### config.mk
export PLATFORM = sky130hd
export DESIGN_NAME = shared_dmem_arbiter
export DESIGN_NICKNAME = d
export VERILOG_FILES = /design/src/rtl/shared_dmem_arbiter.sv
export SDC_FILE = /design/constraint.sdc
export NUM_CORES = 1
export LEC_CHECK = 0
export BUFFER_PORTS_ARGS = -buffer_cell sky130_fd_sc_hd__buf_4
export CORE_UTILIZATION = 40
export DETAILED_ROUTE_END_ITERATION = 16
export PLACE_DENSITY = 0.85
export SYNTH_ARGS = -nofsm -noshare
export SYNTH_HDL_FRONTEND = slang
export SYNTH_SLANG_ARGS = --single-unit
### constraint.sdc
create_clock -name clk -period 2.1 [get_ports clk]
set_input_delay 0.42 -clock clk [delete_from_list [all_inputs] [get_ports clk]]
set_output_delay 0.42 -clock clk [all_outputs]
set_load 0.02 [all_outputs]
### src/rtl/shared_dmem_arbiter.sv
// shared_dmem_arbiter: round-robin sharing of one data-memory port among NUM_CORES cores,
// plus end-of-process aggregation. Define ARB_STATS_EN to add saturating grant/stall counters.
module shared_dmem_arbiter #(
    parameter int NUM_CORES = 4,
    parameter int ADDR_W    = 16,
    parameter int DATA_W    = 16,
    parameter int MEM_LAT   = 1
) (
    input  logic                        clk,
    input  logic                        rst,
    input  logic [NUM_CORES-1:0]        req,
    input  logic [NUM_CORES-1:0]        we,
    input  logic [NUM_CORES*ADDR_W-1:0] addr,
    input  logic [NUM_CORES*DATA_W-1:0] wdata,
    output logic [NUM_CORES-1:0]        ack,
    output logic [DATA_W-1:0]           rdata,
    output logic                        mem_en,
    output logic                        mem_we,
    output logic [ADDR_W-1:0]           mem_addr,
    output logic [DATA_W-1:0]           mem_wdata,
    input  logic [DATA_W-1:0]           mem_rdata,
    input  logic [NUM_CORES-1:0]        core_end,
`ifdef ARB_STATS_EN
    output logic [15:0]                 stat_grants,
    output logic [15:0]                 stat_stall,
`endif
    output logic                        busy,
    output logic                        all_end
);

    localparam int IDX_W = (NUM_CORES > 1) ? $clog2(NUM_CORES) : 1;
    localparam int CNT_W = (MEM_LAT > 1) ? $clog2(MEM_LAT) : 1;
    localparam logic [IDX_W-1:0] LAST_IDX = IDX_W'(NUM_CORES - 1);
    localparam logic [CNT_W-1:0] LAT_LOAD = CNT_W'(MEM_LAT - 1);

    typedef enum logic [1:0] {
        IDLE,
        ISSUE,
        WAIT,
        ACK
    } state_t;

    state_t               state;
    state_t               next_state;
    logic [IDX_W-1:0]     gidx;
    logic [IDX_W-1:0]     rr_ptr;
    logic [IDX_W-1:0]     win_idx;
    logic [IDX_W-1:0]     cand;
    logic                 win_found;
    logic [CNT_W-1:0]     lat_cnt;
    logic [NUM_CORES-1:0] end_seen;

    logic [ADDR_W-1:0] addr_a  [NUM_CORES];
    logic [DATA_W-1:0] wdata_a [NUM_CORES];

    for (genvar i = 0; i < NUM_CORES; i++) begin : g_unpack
        assign addr_a[i]  = addr[i*ADDR_W +: ADDR_W];
        assign wdata_a[i] = wdata[i*DATA_W +: DATA_W];
    end

    // Index base+offs wrapped into 0..NUM_CORES-1; offs never exceeds NUM_CORES.
    function automatic logic [IDX_W-1:0] wrap_idx(input logic [IDX_W-1:0] base, input int offs);
        int sum;
        sum = int'(base) + offs;
        if (sum >= NUM_CORES) sum = sum - NUM_CORES;
        return IDX_W'(sum);
    endfunction

    // Search starts just past the last winner, so the previous grantee is checked last.
    always_comb begin
        // NOTE: every variable gets a default before any branch, otherwise a latch is inferred.
        win_idx   = '0;
        win_found = 1'b0;
        cand      = '0;
        for (int k = 1; k <= NUM_CORES; k++) begin
            cand = wrap_idx(rr_ptr, k);
            if (!win_found && req[cand]) begin
                win_found = 1'b1;
                win_idx   = cand;
            end
        end
    end

    always_ff @(posedge clk) begin
        // NOTE: sequential state uses non-blocking assignments so all registers update together.
        if (rst) state <= IDLE;
        else     state <= next_state;
    end

    always_comb begin
        next_state = state;
        ack        = '0;
        busy       = (state != IDLE);
        unique case (state)
            IDLE:    if (win_found) next_state = ISSUE;
            ISSUE:   next_state = mem_we ? ACK : WAIT;
            WAIT:    if (lat_cnt == '0) next_state = ACK;
            ACK: begin
                ack[gidx]  = 1'b1;
                next_state = IDLE;
            end
            default: next_state = IDLE;
        endcase
    end

    // mem_en/mem_we default low so the strobes cover exactly the ISSUE cycle.
    always_ff @(posedge clk) begin
        if (rst) begin
            gidx      <= '0;
            rr_ptr    <= LAST_IDX;
            lat_cnt   <= '0;
            rdata     <= '0;
            mem_en    <= 1'b0;
            mem_we    <= 1'b0;
            mem_addr  <= '0;
            mem_wdata <= '0;
        end else begin
            mem_en <= 1'b0;
            mem_we <= 1'b0;
            case (state)
                IDLE: begin
                    if (win_found) begin
                        gidx      <= win_idx;
                        rr_ptr    <= win_idx;
                        mem_en    <= 1'b1;
                        mem_we    <= we[win_idx];
                        mem_addr  <= addr_a[win_idx];
                        mem_wdata <= wdata_a[win_idx];
                    end
                end
                ISSUE: lat_cnt <= LAT_LOAD;
                WAIT: begin
                    if (lat_cnt == '0) rdata <= mem_rdata;
                    else               lat_cnt <= lat_cnt - CNT_W'(1);
                end
                default: ;
            endcase
        end
    end

    // all_end looks at the incoming pulses too, so it rises one cycle after the final pulse.
    always_ff @(posedge clk) begin
        if (rst) begin
            end_seen <= '0;
            all_end  <= 1'b0;
        end else begin
            end_seen <= end_seen | core_end;
            all_end  <= &(end_seen | core_end);
        end
    end

`ifdef ARB_STATS_EN
    always_ff @(posedge clk) begin
        if (rst) begin
            stat_grants <= '0;
            stat_stall  <= '0;
        end else begin
            if (state == ACK && stat_grants != 16'hFFFF) stat_grants <= stat_grants + 16'd1;
            if ((req & ~ack) != '0 && stat_stall != 16'hFFFF) stat_stall <= stat_stall + 16'd1;
        end
    end
`endif

endmodule

Word-level counts from Yosys, hierarchy flattened
Index checks and enable logic that the tools add are counted.

storage, ports and cells
  register bits after elaboration = 62
  word-level logic and storage cells = 96
  output and inout port bits = 56
  input bits = 158

operators by class
  $add $sub $neg = 9
  multiplexer cells = 38
  $lt $le $gt $ge = 12
  reductions and logical operators = 16
  bitwise operators = 5
  eq/ne operators = 5

operators by type and width
  cell                                                               count
  binary-select mux 16 bit (select 2 bit)                            2
  2-to-1 mux 16 bit                                                  4
  2-to-1 mux 2 bit                                                   10
  < comparator 2 x 3 -> 1 bit, second input constant                 6
  2-to-1 mux 1 bit                                                   13
  greater-or-equal comparator 3 bit, second input constant           4
  binary-select mux 1 bit (select 2 bit)                             5
  case mux 2 bit (4 select lines)                                    1
  subtractor 2 x 1 -> 2 bit, second input constant                   4
  adder 2 x 2 -> 3 bit, second input constant                        2
  AND reduction 2 bit                                                3
  adder 2 x 3 -> 4 bit, second input constant                        1
  equality test 2 bit, second input constant                         2
  greater-or-equal comparator 4 x 3 -> 1 bit, second input constant  1
  logical AND 1 bit                                                  4
  2-to-1 mux 4 bit                                                   1
  != test 2 bit, second input constant                               2
  bitwise OR 4 bit                                                   1
  AND reduction 4 bit                                                1
  nonzero test 2 bit                                                 2
  adder 2 x 1 -> 3 bit, second input constant                        1
  logical NOT 1 bit                                                  3
  inverter 1 bit                                                     3
  inverter 2 -> 3 bit                                                1
  other kinds (8)                                                    8

Logic depth before layout (Yosys ltp)
  depth after elaboration = 19
  depth in mapped cells = 9

Least setup slack after synthesis
No wires, ideal clock.

  path type = flip-flop to flip-flop
  start = reg state[0]
  end = reg mem_addr[12]
  setup slack = 278 ps
  stages on the path, launching flop included = 10
  data required time = 2,017 ps
  clock period less this slack = 1,822 ps
  arrival = 1,739 ps
  path buffers = 2
  cell sequence = dfxtp_1 -> inv_1 -> ha_1 -> inv_1 -> a21o_1 -> nor2b_1 -> clkbuf_1 -> clkbuf_1 -> nand2_1 -> o221ai_1

on the way
  word-level cells in the longest chain between the ends = 2

ends and longest elaborated chain
  element                        line  text
  start: declaration             43    state_t state;
  start signal: assignment       87    else state <= next_state;
  logical NOT 2 bit              120   case (state)
  AND reduction 2 bit (no line)  -
  end signal: assignment         127   mem_addr <= addr_a[win_idx];
  end: declaration               19    output logic [ADDR_W-1:0] mem_addr,

No other way between the ends.
A chain may end at the register's enable or synchronous reset.

Worst setup path in the final report
  start = reg rr_ptr[0]
  end = reg mem_wdata[13]

on the way
  word-level cells in the longest chain between the ends = 19
  elaborated cells on any way between the ends = 43
  those cells by class = add/sub (8); order compare (4); mux (23); bitwise (1); reduce/logical (7)

ends and longest elaborated chain
  element                                                                                line  text
  start: declaration                                                                     46    logic [IDX_W-1:0] rr_ptr;
  start signal: assignment                                                               124   rr_ptr <= win_idx;
  adder 2 x 1 -> 3 bit                                                                   64    sum = int'(base) + offs;
  greater-or-equal comparator 3 bit / subtractor 2 x 1 -> 2 bit (equally long branches)  65    if (sum >= NUM_CORES) sum = sum - NUM_CORES;
  2-to-1 mux 2 bit                                                                       65
  binary-select mux 1 bit (select 2 bit)                                                 77    if (!win_found && req[cand]) begin
  2-to-1 mux 1 bit (not written as such)                                                 77
  2-to-1 mux 1 bit                                                                       77
  logical NOT 1 bit                                                                      77
  logical AND 1 bit                                                                      77
  (+2 left out)                                                                          -
  logical AND 1 bit                                                                      77
  2-to-1 mux 1 bit                                                                       77
  logical NOT 1 bit                                                                      77
  logical AND 1 bit                                                                      77
  2-to-1 mux 2 bit                                                                       77
  inverter 2 -> 3 bit (not written as such)                                              128   mem_wdata <= wdata_a[win_idx];
  binary-select mux 16 bit (select 2 bit)                                                128
  2-to-1 mux 16 bit (not written as such) (2 in series)                                  128
  end signal: assignment                                                                 128
  end: declaration                                                                       20    output logic [DATA_W-1:0] mem_wdata,

Several ways; a longest one is shown, not always the timed one. The select of a mux whose other input is x is not followed.

==> results by group <==
Run
  – Number of max-cap violations: 0

STA
  – Final worst slack: about 0.25 ns
  – Slew Viols, Final: 0
  – Fmax achieved: 0.539 GHz
  – Worst slew pin tran: ~0.36 ns
  – Worst rel slew slack: between 70% and 80%
  – Tcrit/Tclk final: between 80% and 90%
  – Total negative slack: 0 ns
  – Fin crit period: 1.85 ns
  – Worst Skew: 0.00722 ns
  – Final hold violation count: 0
  – RSZ-0062 raised after global routing: false
  – Hold slack: ~0.31 ns
  – Final Setup Violations: 0

Global route
  – Largest net degree at the start of global routing: 29
  – Total track usage: ~23%
  – First-pass GRT wire length: 14,000 um
  – Number of global-route vias before repair: ~3,100
  – Initial antenna violation count: 0
  – Grt ovf: 0

Power and ir drop
  – Pwr dens: between 1000 and 1500 nW/um2
  – Leak pwr: between 2 and 2.5 nW
  – Worst IR drop on VDD: 0.599 mV
  – Total power: 5.81 mW

Route
  – Via/cell ratio: about 5.1
  – DRC violation count after routing: 0
  – TritonRoute pass-1 iters: 4
  – Avg WL per Cell: 15.0 um
  – Post-route ant nets: 0
  – DRT iter0 DRCs: 99
  – Via count: between 3,000 and 4,000
  – Final wirelength: about 9300 um

Synth
  – Largest family of logic cells by synthesized area: multiplexers
  – Register area share after synthesis: between 40% and 50%
  – Synthesis Warnings: 0
  – Synth Register Bits: just over 60
  – Mapped cell area: slightly above 3000 um2
  – Count leader, synth: mux2i_1
  – Synth cell count leaders: mux2i_1 (84), dfxtp_1 (61), nand2_1 (35)
  – Mapped Cells: 304
  – Simple-gate portion of the synthesized area: around a tenth
  – Post-synth top area cell: dfxtp_1
  – Post-synth ARST share: 0%
  – Compound-gate portion of the synthesized area: between 10% and 20%
  – Main flop type after synthesis: dfxtp_1
  – Mapped Nets: 467
  – Post-Synth XOR/XNOR Area: 0%
  – Distinct cells, synth: 31
  – Syn avg cell area: 10.0 um2
  – Number of enable flip-flop cells after synthesis: 0
  – Post-Synth Adder-Cell Area: between 2 and 2.5%
  – Mux cell area share after synthesis: 27.6%
  – Synth top area cells: dfxtp_1 (40%), mux2i_1 (28%), o221ai_1 (9.2%)
  – Area share of the largest cell type after synthesis: approximately 40%

Clock network
  – CTS tree: yes
  – Clock sink total: 61
  – Clock transition at path regs: 0.07 ns
  – CTS H-tree depth: 3
  – Clock latency on the worst-skew pair: between 0.3 and 0.4 ns
  – Postcts setup bufs: 0
  – Post-CTS sizing: 0
  – Clock tree root buffer cell: clkbuf_8
  – CTS Buf Count: 9
  – Cts hold-fix bufs: 0
  – Maximum buffer depth of the clock tree: 2

Worst setup path
  – Worst EP required: ~2.3 ns
  – Crit path arrival time: between 2 and 2.5 ns
  – Crit end category: flop
  – Reg2reg end: mem_wdata[13]
  – Critical path class: reg2reg
  – Worst r2r src: rr_ptr[0]
  – CP Max Fanout: 24
  – CP startpoint kind: flop
  – R2r setup slk: approximately 0.25 ns
  – Worst reg2reg path depth: 7

Run status
  – Status: complete, no violations

Cells and area
  – Final instance area: approximately 4900 um2
  – Final #Nets: 681
  – N_diodes: 0
  – Share of layout cells above drive strength 1: 47.5%
  – Layout fillers: 579
  – Area growth from synthesis to layout: 62.1%
  – Final Instance Count excl. Fillers: around 620
  – Final Core Density: approximately 68%

Worst hold path
  – Hold EP: end_seen[0]
  – Hold Crit Depth: 3
  – Worst hold path type: in2reg
  – Hold Path Origin: core_end[0]

Floorplanning
  – Die area: between 7000 and 8000 um2
  – Row cnt: 31
  – Core ar.: approximately 7300 um2
  – Die Wd: between 80 and 90 um
  – Die Y: between 80 and 90 um
  – Initial Utilization: around two fifths
  – Ports: approximately 210

Placement
  – GP Congestion: between 0.8 and 0.9
  – DP Cell Count: between 600 and 700
  – Cell area after placement: around 4700 um2
  – Place WS: between 0.09 and 0.1 ns
  – DP HPWL: around 7000 um
  – Port bufs: 213
## registers in the layout (all words and copies together), names as in the netlist
register	count
all_end	1
end_seen	4
gidx	2
mem_addr	16
mem_en	1
mem_wdata	16
mem_we	1
rdata	16
rr_ptr	2
state	2
## logic make-up after synthesis
kind of cell | Yosys count
mux | 84
simple gates | 75
flops | 61
compound gates | 51
buf+inv | 28
fa+ha+maj | 5
## worst max-delay path, cell delays in order (launching register included)
cell	delay, ns
dfxtp_1	0.37
nand2b_1	0.18
a21oi_2	0.10
a211oi_4	0.27
buf_12	0.24
buf_4	0.19
mux2i_1	0.23
o221ai_1	0.14
## where the power goes
group	switching [mW]	total [mW]	internal, mW
Sequential	0.256	1.82	1.57
Combinational	1.52	2.93	1.41
Clock	0.451	1.05	0.602
## how the worst max path moves through the flow
stage	depth (start not counted)	end	slack (ns)	from
after floorplan	9	mem_addr[12]	0.28	state[0]
after global placement	8	mem_addr[13]	0.16	req[3]
after detailed placement	8	mem_addr[13]	0.09	req[3]
after CTS	7	mem_addr[3]	0.23	rr_ptr[0]
after global routing	7	mem_addr[13]	0.05	rr_ptr[0]
final	7	mem_wdata[13]	0.25	rr_ptr[0]
## layout by cell type (no fill, tap or decap), drive strengths merged
cell type    n
a211oi       2
a21o         1
a21oi        5
a221oi       2
buf        226
bufinv       1
clkbuf      11
clkinv       2
clkinvlp     1
dfxtp       61
ha           5
inv          5
mux2i       84
nand2       35
nand2b       3
nand3        1
nor2        31
nor2b        1
nor3         1
nor3b        2
nor4b        1
o211ai       1
o21ai        5
o221a        1
o221ai      33
o22ai        1
## area by class of cell
class                      instances  area [um2]  area share [%]
clock inverter                     4        47.5           0.962
sequential                        61        1220            24.7
timing repair buffer             226        1730            35.1
clock buffer                      11         151            3.06
multi-input combinational        215        1650            33.3
inverter                           5        18.8           0.380
tap                               99         124            2.51
## routing by layer
| metal | vias up | part of all wire (%) | routed length, um | global-route usage, % |
|---|---|---|---|---|
| met3 | 24 | 8.5 | 791 | 6.56 |
| li1 | 1539 | - | - | - |
| met2 | 152 | 51 | 4710 | 42.1 |
| met1 | 1434 | 38 | 3580 | 24.5 |
| met5 | - | 0 | 0 | 0 |
| met4 | 0 | 2.6 | 242 | 10.7 |
Note: power is estimated with default switching activity, not from simulation.
